File: config.mk
export PLATFORM = sky130hd
export DESIGN_NAME = instr_fetch_unit_flat
export DESIGN_NICKNAME = d
export VERILOG_FILES = /design/src/rtl/instr_fetch_unit_if.sv /design/src/rtl/instr_fetch_unit.sv /design/src/flat_wrapper.sv
export SDC_FILE = /design/constraint.sdc
export NUM_CORES = 1
export LEC_CHECK = 0
export CORE_AREA = 5 5 84 86
export CTS_CLUSTER_DIAMETER = 30
export DETAILED_ROUTE_END_ITERATION = 10
export DIE_AREA = 0 0 89 91
export PLACE_DENSITY = 0.79
export SKIP_LAST_GASP = 1
export SLEW_MARGIN = 25
export SYNTH_ARGS = -nofsm -noshare
export SYNTH_HDL_FRONTEND = slang
export SYNTH_SLANG_ARGS = --single-unit
File: constraint.sdc
create_clock -name clk -period 3.18 [get_ports clk]
set_clock_uncertainty 0.05 [all_clocks]
set_input_delay 0.636 -clock clk [delete_from_list [all_inputs] [get_ports clk]]
set_output_delay 0.636 -clock clk [all_outputs]
set_load 0.1 [all_outputs]
File: src/rtl/instr_fetch_unit_if.sv
// Fetch-unit bus bundle: instruction-memory request/response plus the decoder issue handshake.
// The master side is the fetch unit; the slave side is the memory/decoder environment.
interface instr_fetch_unit_if;
    localparam int unsigned ADDR_W  = 8;
    localparam int unsigned INSTR_W = 19;

    logic               imem_req;
    logic [ADDR_W-1:0]  imem_addr;
    logic [INSTR_W-1:0] imem_rdata;
    logic               imem_ack;

    logic [INSTR_W-1:0] instr;
    logic               instr_valid;
    logic               instr_ready;

    logic               branch;
    logic               jump;
    logic               call;
    logic               ret;
    logic               cond;

    modport master (
        output imem_req,
        output imem_addr,
        input  imem_rdata,
        input  imem_ack,
        output instr,
        output instr_valid,
        input  instr_ready,
        input  branch,
        input  jump,
        input  call,
        input  ret,
        input  cond
    );

    modport slave (
        input  imem_req,
        input  imem_addr,
        output imem_rdata,
        output imem_ack,
        input  instr,
        input  instr_valid,
        output instr_ready,
        output branch,
        output jump,
        output call,
        output ret,
        output cond
    );
endinterface

File: src/rtl/instr_fetch_unit.sv
// Instruction fetch unit: fetches from instruction memory at PC, issues to the decoder,
// and resolves sequential/branch/jump/call/ret next-PC with a 4-entry return stack.
module instr_fetch_unit (
    input  logic               clk,
    input  logic               rst_n,
    instr_fetch_unit_if.master bus,
    output logic [2:0]         sp,
    output logic               fault
);
    localparam int unsigned ADDR_W      = 8;
    localparam int unsigned INSTR_W     = 19;
    localparam int unsigned STACK_DEPTH = 4;
    localparam int unsigned SP_W        = 3;
    localparam int unsigned SP_IDX_W    = 2;

    localparam logic [1:0] IDLE  = 2'd0;
    localparam logic [1:0] FETCH = 2'd1;
    localparam logic [1:0] ISSUE = 2'd2;
    localparam logic [1:0] HALT  = 2'd3;

    logic [1:0]                         state_q, state_d;
    logic [ADDR_W-1:0]                  pc_q, pc_d;
    logic [SP_W-1:0]                    sp_q, sp_d;
    logic [STACK_DEPTH-1:0][ADDR_W-1:0] stack_q, stack_d;
    logic [INSTR_W-1:0]                 instr_q, instr_d;
    logic                               instr_valid_q, instr_valid_d;
    logic                               imem_req_q, imem_req_d;
    logic                               fault_q, fault_d;

    logic [ADDR_W-1:0]   pc_inc;
    logic [ADDR_W-1:0]   target;
    logic [ADDR_W-1:0]   stack_top;
    logic [SP_IDX_W-1:0] push_idx;
    logic [SP_IDX_W-1:0] pop_idx;
    logic                stack_full;
    logic                stack_empty;

    // Next-PC candidates and stack pointers; PC arithmetic wraps modulo 256.
    always_comb begin
        pc_inc      = pc_q + ADDR_W'(1);
        target      = instr_q[ADDR_W-1:0];
        push_idx    = SP_IDX_W'(sp_q);
        pop_idx     = SP_IDX_W'(sp_q - SP_W'(1));
        stack_top   = stack_q[pop_idx];
        stack_full  = (sp_q == SP_W'(STACK_DEPTH));
        stack_empty = (sp_q == SP_W'(0));
    end

    // Next-state, datapath and registered-output decode.
    always_comb begin
        state_d = state_q;
        pc_d    = pc_q;
        sp_d    = sp_q;
        stack_d = stack_q;
        instr_d = instr_q;
        fault_d = fault_q;

        case (state_q)
            IDLE: begin
                state_d = FETCH;
            end
            FETCH: begin
                if (bus.imem_ack) begin
                    instr_d = bus.imem_rdata;
                    state_d = ISSUE;
                end
            end
            ISSUE: begin
                if (bus.instr_ready) begin
                    state_d = FETCH;
                    if (bus.ret) begin
                        if (stack_empty) begin
                            fault_d = 1'b1;
                            state_d = HALT;
                        end else begin
                            pc_d = stack_top;
                            sp_d = sp_q - SP_W'(1);
                        end
                    end else if (bus.call) begin
                        if (stack_full) begin
                            fault_d = 1'b1;
                            state_d = HALT;
                        end else begin
                            stack_d[push_idx] = pc_inc;
                            sp_d              = sp_q + SP_W'(1);
                            pc_d              = target;
                        end
                    end else if (bus.jump || (bus.branch && bus.cond)) begin
                        pc_d = target;
                    end else begin
                        pc_d = pc_inc;
                    end
                end
            end
            HALT: begin
                state_d = HALT;
            end
            default: begin
                state_d = IDLE;
            end
        endcase

        // Request and valid are registered images of the state being entered.
        imem_req_d    = (state_d == FETCH);
        instr_valid_d = (state_d == ISSUE);
    end

    always_ff @(posedge clk or negedge rst_n) begin
        if (!rst_n) begin
            state_q       <= IDLE;
            pc_q          <= '0;
            sp_q          <= '0;
            stack_q       <= '0;
            instr_q       <= '0;
            instr_valid_q <= 1'b0;
            imem_req_q    <= 1'b0;
            fault_q       <= 1'b0;
        end else begin
            state_q       <= state_d;
            pc_q          <= pc_d;
            sp_q          <= sp_d;
            stack_q       <= stack_d;
            instr_q       <= instr_d;
            instr_valid_q <= instr_valid_d;
            imem_req_q    <= imem_req_d;
            fault_q       <= fault_d;
        end
    end

    assign bus.imem_req    = imem_req_q;
    assign bus.imem_addr   = pc_q;
    assign bus.instr       = instr_q;
    assign bus.instr_valid = instr_valid_q;
    assign sp              = sp_q;
    assign fault           = fault_q;

endmodule

File: src/flat_wrapper.sv
// flat-port wrapper written by rule: the top's interface ports become plain ports
module instr_fetch_unit_flat 
  (clk, rst_n, sp, fault, bus_imem_req, bus_imem_addr, bus_imem_rdata, bus_imem_ack, bus_instr, bus_instr_valid, bus_instr_ready, bus_branch, bus_jump, bus_call, bus_ret, bus_cond);
  instr_fetch_unit_if bus_i ();
  input  logic clk;
  input  logic rst_n;
  output logic [2:0] sp;
  output logic fault;
  output wire logic [$bits(bus_i.imem_req)-1:0] bus_imem_req;
  output wire logic [$bits(bus_i.imem_addr)-1:0] bus_imem_addr;
  input wire logic [$bits(bus_i.imem_rdata)-1:0] bus_imem_rdata;
  input wire logic [$bits(bus_i.imem_ack)-1:0] bus_imem_ack;
  output wire logic [$bits(bus_i.instr)-1:0] bus_instr;
  output wire logic [$bits(bus_i.instr_valid)-1:0] bus_instr_valid;
  input wire logic [$bits(bus_i.instr_ready)-1:0] bus_instr_ready;
  input wire logic [$bits(bus_i.branch)-1:0] bus_branch;
  input wire logic [$bits(bus_i.jump)-1:0] bus_jump;
  input wire logic [$bits(bus_i.call)-1:0] bus_call;
  input wire logic [$bits(bus_i.ret)-1:0] bus_ret;
  input wire logic [$bits(bus_i.cond)-1:0] bus_cond;
  assign bus_imem_req = bus_i.imem_req;
  assign bus_imem_addr = bus_i.imem_addr;
  assign bus_i.imem_rdata = bus_imem_rdata;
  assign bus_i.imem_ack = bus_imem_ack;
  assign bus_instr = bus_i.instr;
  assign bus_instr_valid = bus_i.instr_valid;
  assign bus_i.instr_ready = bus_instr_ready;
  assign bus_i.branch = bus_branch;
  assign bus_i.jump = bus_jump;
  assign bus_i.call = bus_call;
  assign bus_i.ret = bus_ret;
  assign bus_i.cond = bus_cond;
  instr_fetch_unit u_core (.clk(clk), .rst_n(rst_n), .bus(bus_i), .sp(sp), .fault(fault));
endmodule
==> results of run 1 <==
per-stage QoR:
step | area (sq um) | worst slack (ns) | hold WS, ns | instances | utilization [%]
after CTS | 3931 | 0.8423 | 0.3228 | 418 | 63.36
after detailed placement | 3756 | 0.6013 | 0.4041 | 403 | 60.54
after global routing | 3931 | 0.7455 | 0.3526 | 418 | 63.36
final | 3931 | 0.8541 | 0.3074 | 418 | 63.36
after global placement | 3756 | 0.6761 | 0.4063 | 403 | 60.54
after floorplan | 3141 | 0.2152 | 0.2904 | 269 | -
metal layers:
metal | vias up | routed length (um) | part of all wire (%) | GRT usage (%)
met1 | 1155 | 3034 | 43 | 24.08
met3 | 10 | 468 | 6.7 | 8.145
met4 | 0 | 90 | 1.3 | 4.342
met2 | 50 | 3440 | 49 | 29.83
met5 | - | 0 | 0 | 0
li1 | 1099 | - | - | -
worst paths after layout:
check                                          from                                  end  slack [ns]
min reg2reg                u_core.fault$_DFFE_PN0P_             u_core.fault$_DFFE_PN0P_        0.43
max                        u_core.sp[0]$_DFFE_PN0P_  u_core.bus.imem_addr[5]$_DFFE_PN0P_        0.85
max in group asynchronous                     rst_n     u_core.bus.instr[15]$_DFFE_PN0P_        2.04
min                                           rst_n       u_core.stack_q[11]$_DFFE_PN0P_        0.31
max reg2reg                u_core.sp[0]$_DFFE_PN0P_  u_core.bus.imem_addr[5]$_DFFE_PN0P_        0.85
min in group clk           u_core.fault$_DFFE_PN0P_             u_core.fault$_DFFE_PN0P_        0.43
cell type report:
cell class / count / area, sq um
Fill cell: 484 / 2273
Sequential cell: 67 / 1677
Multi-Input combinational cell: 182 / 1369
Timing Repair Buffer: 70 / 588.1
Clock buffer: 12 / 135.1
Tap cell: 77 / 96.34
Clock inverter: 3 / 40.04
Inverter: 7 / 26.28
cells by family after synthesis:
kind of cell | after synthesis
and+or+nand+nor | 76
AOI/OAI and AO/OA | 58
muxes | 35
xor gates and xnor gates | 7
adders and majority gates | 6
DFF | 67
buffers and inverters | 20
flip-flops by register name (all words and copies together) (netlist names):
signal,flops
u_core.fault,1
u_core.state_q,2
u_core.bus.instr,19
u_core.sp,3
u_core.bus.imem_addr,8
u_core.bus.imem_req,1
u_core.stack_q,32
u_core.bus.instr_valid,1
critical path, stage by stage, from the launching register on:
cell and delay [ns]:
dfrtp_1 0.32, buf_4 0.23, inv_1 0.14, ha_1 0.63, mux4_2 0.41, nand2b_1 0.19, a21oi_1 0.14, o22ai_1 0.10
cell usage in the layout, fill, tap and decap left out, types with 3 or more instances in the layout:
cell type / count
a21o_1: 4
a21oi_1: 10
and2_1: 3
buf_4: 43
clkbuf_1: 3
clkbuf_8: 9
clkdlybuf4s50_1: 26
dfrtp_1: 67
ha_1: 6
inv_1: 7
mux2_2: 24
mux2i_1: 3
mux4_2: 8
nand2_1: 31
nand3_1: 4
nand3b_1: 3
nand4_1: 3
nor2_1: 16
nor3_1: 4
o21ai_0: 22
o21ai_1: 4
xnor2_1: 4
xor2_1: 3
==> impl_metrics.json, run 1 <==
{
  "status": "finished, final reports clean",
  "row_count": 29,
  "drive_gt1_share_pct": 28.15,
  "cts_resized": 0,
  "relSlewSlack_pct": 49.78,
  "num_vias": 2314,
  "synth_edf_count": 0,
  "core_sq_um": 6205,
  "dieWidth_um": 89,
  "post-route-period-util_pct": 73.14,
  "cap_violations": 0,
  "yosys.area.top_type": "dfrtp_1",
  "drc": 0,
  "antenna_found_initial": 0,
  "syn-num-nets": 303,
  "area_delta_synth_final_pct": 25.18,
  "post_cts.repair.setup_buffers": 0,
  "wl_per_cell_um": 16.83,
  "gp_congestion": 0.8227,
  "hold_viol_final": 0,
  "synthAdderAreaFrac_pct": 2.390,
  "ioPinCount": 61,
  "ys_seq_area_share_pct": 53.39,
  "insertion_delay_ns": 0.34,
  "tns_ns": 0,
  "start_util_pct": 50.62,
  "cp-start-kind": "register",
  "grt.overflow.total": 0,
  "drv_slew": 0,
  "ant_nets": 0,
  "root_buffer": "clkbuf_8",
  "cts.sinks": 67,
  "finalSetupViolCount": 0,
  "die_y_um": 91,
  "grt_pass1_vias": 2406,
  "fmax_ghz": 0.4299,
  "yosysWarnings": 0,
  "drt-initial-drc-count": 166,
  "dpl.hpwl_um": 5258,
  "synthSimpleGateAreaFrac_pct": 12.31,
  "antennaDiodeCount": 0,
  "grt_usage_pct": 18.87,
  "yosysUniqueCellTypes": 47,
  "critPathRequiredTime_ns": 3.35,
  "drt-total-wl_um": 7034,
  "synthTopCellsByCount": "dfrtp_1, nand2_1, mux2_2",
  "grt_pass1_wl_um": 11850,
  "synth-compound-area-share_pct": 11.63,
  "synth-async-reset-ratio_pct": 100.0,
  "end_kind": "register",
  "rsz0062_at_grt": "no",
  "cts_buffers": 9,
  "synthCells": 269,
  "synth_top_area_share_pct": 53.39,
  "dr.pass1.iters": 4,
  "ys_top_cells_by_area": "dfrtp_1, mux2_2, mux4_2",
  "routed_via_density": 5.536,
  "worst_pin_slew_ns": 0.7533,
  "grt_max_degree": 35,
  "crit_arrival_ns": 2.49,
  "port_buffers": 60,
  "cts_hold_buf": 0,
  "clk_path_buf_depth": 2,
  "synth.most_common_cell": "dfrtp_1",
  "crit_path_max_fanout": 12,
  "hp-class": "in -> async",
  "ys_ff_latch": 67,
  "layout.nets": 371,
  "critical_path_class": "reg -> reg",
  "worstRegToRegCells": 7,
  "synth_area_sq_um": 3141,
  "synthMuxAreaShare_pct": 15.30,
  "dieArea_sq_um": 8099,
  "cts_tree": "yes",
  "avgSynthCellArea_sq_um": 11.67,
  "synth_top_family_by_area": "multiplexers",
  "htreeDepth": 3,
  "ys.flop_type": "dfrtp_1",
  "synth_xor_area_share_pct": 1.952,
  "path_clk_slew_ns": 0.07,
  "min_period_ns": 2.326
}
Power of run 1 is left out: the tool's default activity adds up to more than one toggle a clock period on the data nets, which glitch-free logic cannot reach.
==> inputs of run 2 (changes only) <==
==> constraint.sdc (replaced) <==
create_clock -name clk -period 2.3 [get_ports clk]
set_clock_uncertainty 0.05 [all_clocks]
set_input_delay 0.46 -clock clk [delete_from_list [all_inputs] [get_ports clk]]
set_output_delay 0.46 -clock clk [all_outputs]
set_load 0.1 [all_outputs]
==> run 2 against run 1 <==
  * Sequential share of layout area shrank 1.0 points
  * Utilization grew 1.8 points
  * Hold slack lost 0.25 ns
  * Fmax grew 14%
  * Register-to-register slack lost 0.59 ns
  * Via count grew 1.6%
  * Critical path depth shrank 1
  * First-iteration DRC count shrank 11%
  * Setup slack lost 0.59 ns
  * Cell count grew 0.72%
==> impl_metrics.json, run 2 (synthesized netlist as in run 1, its figures left out) <==
{
  "dpl.hpwl_um": 5126,
  "grt_max_degree": 68,
  "cts_tree": "yes",
  "clk_path_buf_depth": 2,
  "grt_pass1_wl_um": 11960,
  "tns_ns": 0,
  "layout.nets": 373,
  "routed_via_density": 5.584,
  "relSlewSlack_pct": 68.05,
  "cap_violations": 0,
  "critPathRequiredTime_ns": 2.48,
  "dieArea_sq_um": 8099,
  "drc": 0,
  "cp-start-kind": "register",
  "wl_per_cell_um": 16.82,
  "antennaDiodeCount": 0,
  "num_vias": 2351,
  "most-common-layout-cells": "dfrtp_1, buf_4, nand2_1",
  "end_kind": "register",
  "multiInputGateArea_sq_um": 1371,
  "antenna_found_initial": 0,
  "area.sequential_sq_um": 1682,
  "critical_path_class": "reg -> reg",
  "hp-class": "in -> async",
  "cts_resized": 0,
  "hold_viol_final": 0,
  "drive_gt1_share_pct": 30.52,
  "insertion_delay_ns": 0.35,
  "fmax_ghz": 0.4909,
  "path_clk_slew_ns": 0.08,
  "drt-total-wl_um": 7083,
  "dieWidth_um": 89,
  "whs_ns": 0.05978,
  "mostFrequentLayoutCell": "dfrtp_1",
  "finalSetupViolCount": 0,
  "status": "finished, final reports clean",
  "regMostFlops": "u_core.stack_q",
  "port_buffers": 60,
  "min_period_ns": 2.037,
  "post_cts.repair.setup_buffers": 0,
  "cts.sinks": 67,
  "htreeDepth": 3,
  "grt.overflow.total": 0,
  "rsz0062_at_grt": "no",
  "grt_usage_pct": 19.04,
  "die_y_um": 91,
  "largest_reg_flops": 32,
  "area_delta_synth_final_pct": 28.69,
  "nFillCells": 478,
  "ant_nets": 0,
  "drt-initial-drc-count": 148,
  "dr.pass1.iters": 4,
  "row_count": 29,
  "crit_arrival_ns": 2.22,
  "ioPinCount": 61,
  "worst_pin_slew_ns": 0.4791,
  "start_util_pct": 50.62,
  "root_buffer": "clkbuf_8",
  "drv_slew": 0,
  "cts_hold_buf": 0,
  "core_sq_um": 6205,
  "gp_congestion": 0.8430,
  "post-route-period-util_pct": 88.57,
  "cts_buffers": 9,
  "crit_path_max_fanout": 14,
  "grt_pass1_vias": 2420
}
-- run 2: cell count changes in the layout (fill, tap and decap cells not counted), moves of 2 or more --
cell / previous run / this run
clkinv_4: 0 / 2
dfrtp_1: 67 / 65
bufinv_16: 1 / 3
clkbuf_1: 3 / 0
-- run 2: per-stage QoR --
stage / worst slack, ns / area, sq um / std cells / utilization (%)
global route: 0.1376 / 4041 / 421 / 65.13
global placement: 0.1028 / 3791 / 405 / 61.10
CTS: 0.2692 / 4041 / 421 / 65.13
finish: 0.2630 / 4041 / 421 / 65.13
detailed placement: 0.03824 / 3791 / 405 / 61.10
floorplan: 0.02603 / 3159 / 269 / -
-- run 2: final timing paths --
kind / from / end / slack (ns) / depth (start not counted)
min in group clk: u_core.fault$_DFFE_PN0P_ / u_core.fault$_DFFE_PN0P_ / 0.42 / 1
worst max register to register: u_core.sp[0]$_DFFE_PN0P_ / u_core.bus.imem_addr[6]$_DFFE_PN0P_ / 0.26 / 6
max in group asynchronous: rst_n / u_core.sp[0]$_DFFE_PN0P_ / 1.81 / 2
worst min register to register: u_core.fault$_DFFE_PN0P_ / u_core.fault$_DFFE_PN0P_ / 0.42 / 1
worst min-delay path: rst_n / u_core.stack_q[26]$_DFFE_PN0P_ / 0.06 / 2
worst max-delay path: u_core.sp[0]$_DFFE_PN0P_ / u_core.bus.imem_addr[6]$_DFFE_PN0P_ / 0.26 / 6
-- run 2: area by class of cell --
cell class,count,area share (%)
clock buffers,10,3.406
clock inverters,6,2.786
inverters,7,0.6502
multi-input cells,182,33.93
flip-flops and latches,67,41.61
well taps,77,2.384
repair buffers,72,15.23
-- run 2: critical path, stage by stage (launching register included) --
cell and delay, ns:
dfrtp_4 0.47, inv_1 0.14, ha_2 0.25, and2_1 0.16, a221o_1 0.45, nor2_1 0.10
a221o_1 0.30
-- run 2: metal layers --
| metal | GRT usage [%] | share of wire (%) | vias to the layer above |
|---|---|---|---|
| li1 | - | - | 1102 |
| met1 | 24.72 | 40 | 1186 |
| met2 | 30.32 | 52 | 53 |
| met3 | 5.611 | 5.1 | 10 |
| met4 | 6.576 | 2.1 | 0 |
| met5 | 0 | 0 | - |
Power of run 2 is left out for the same reason.
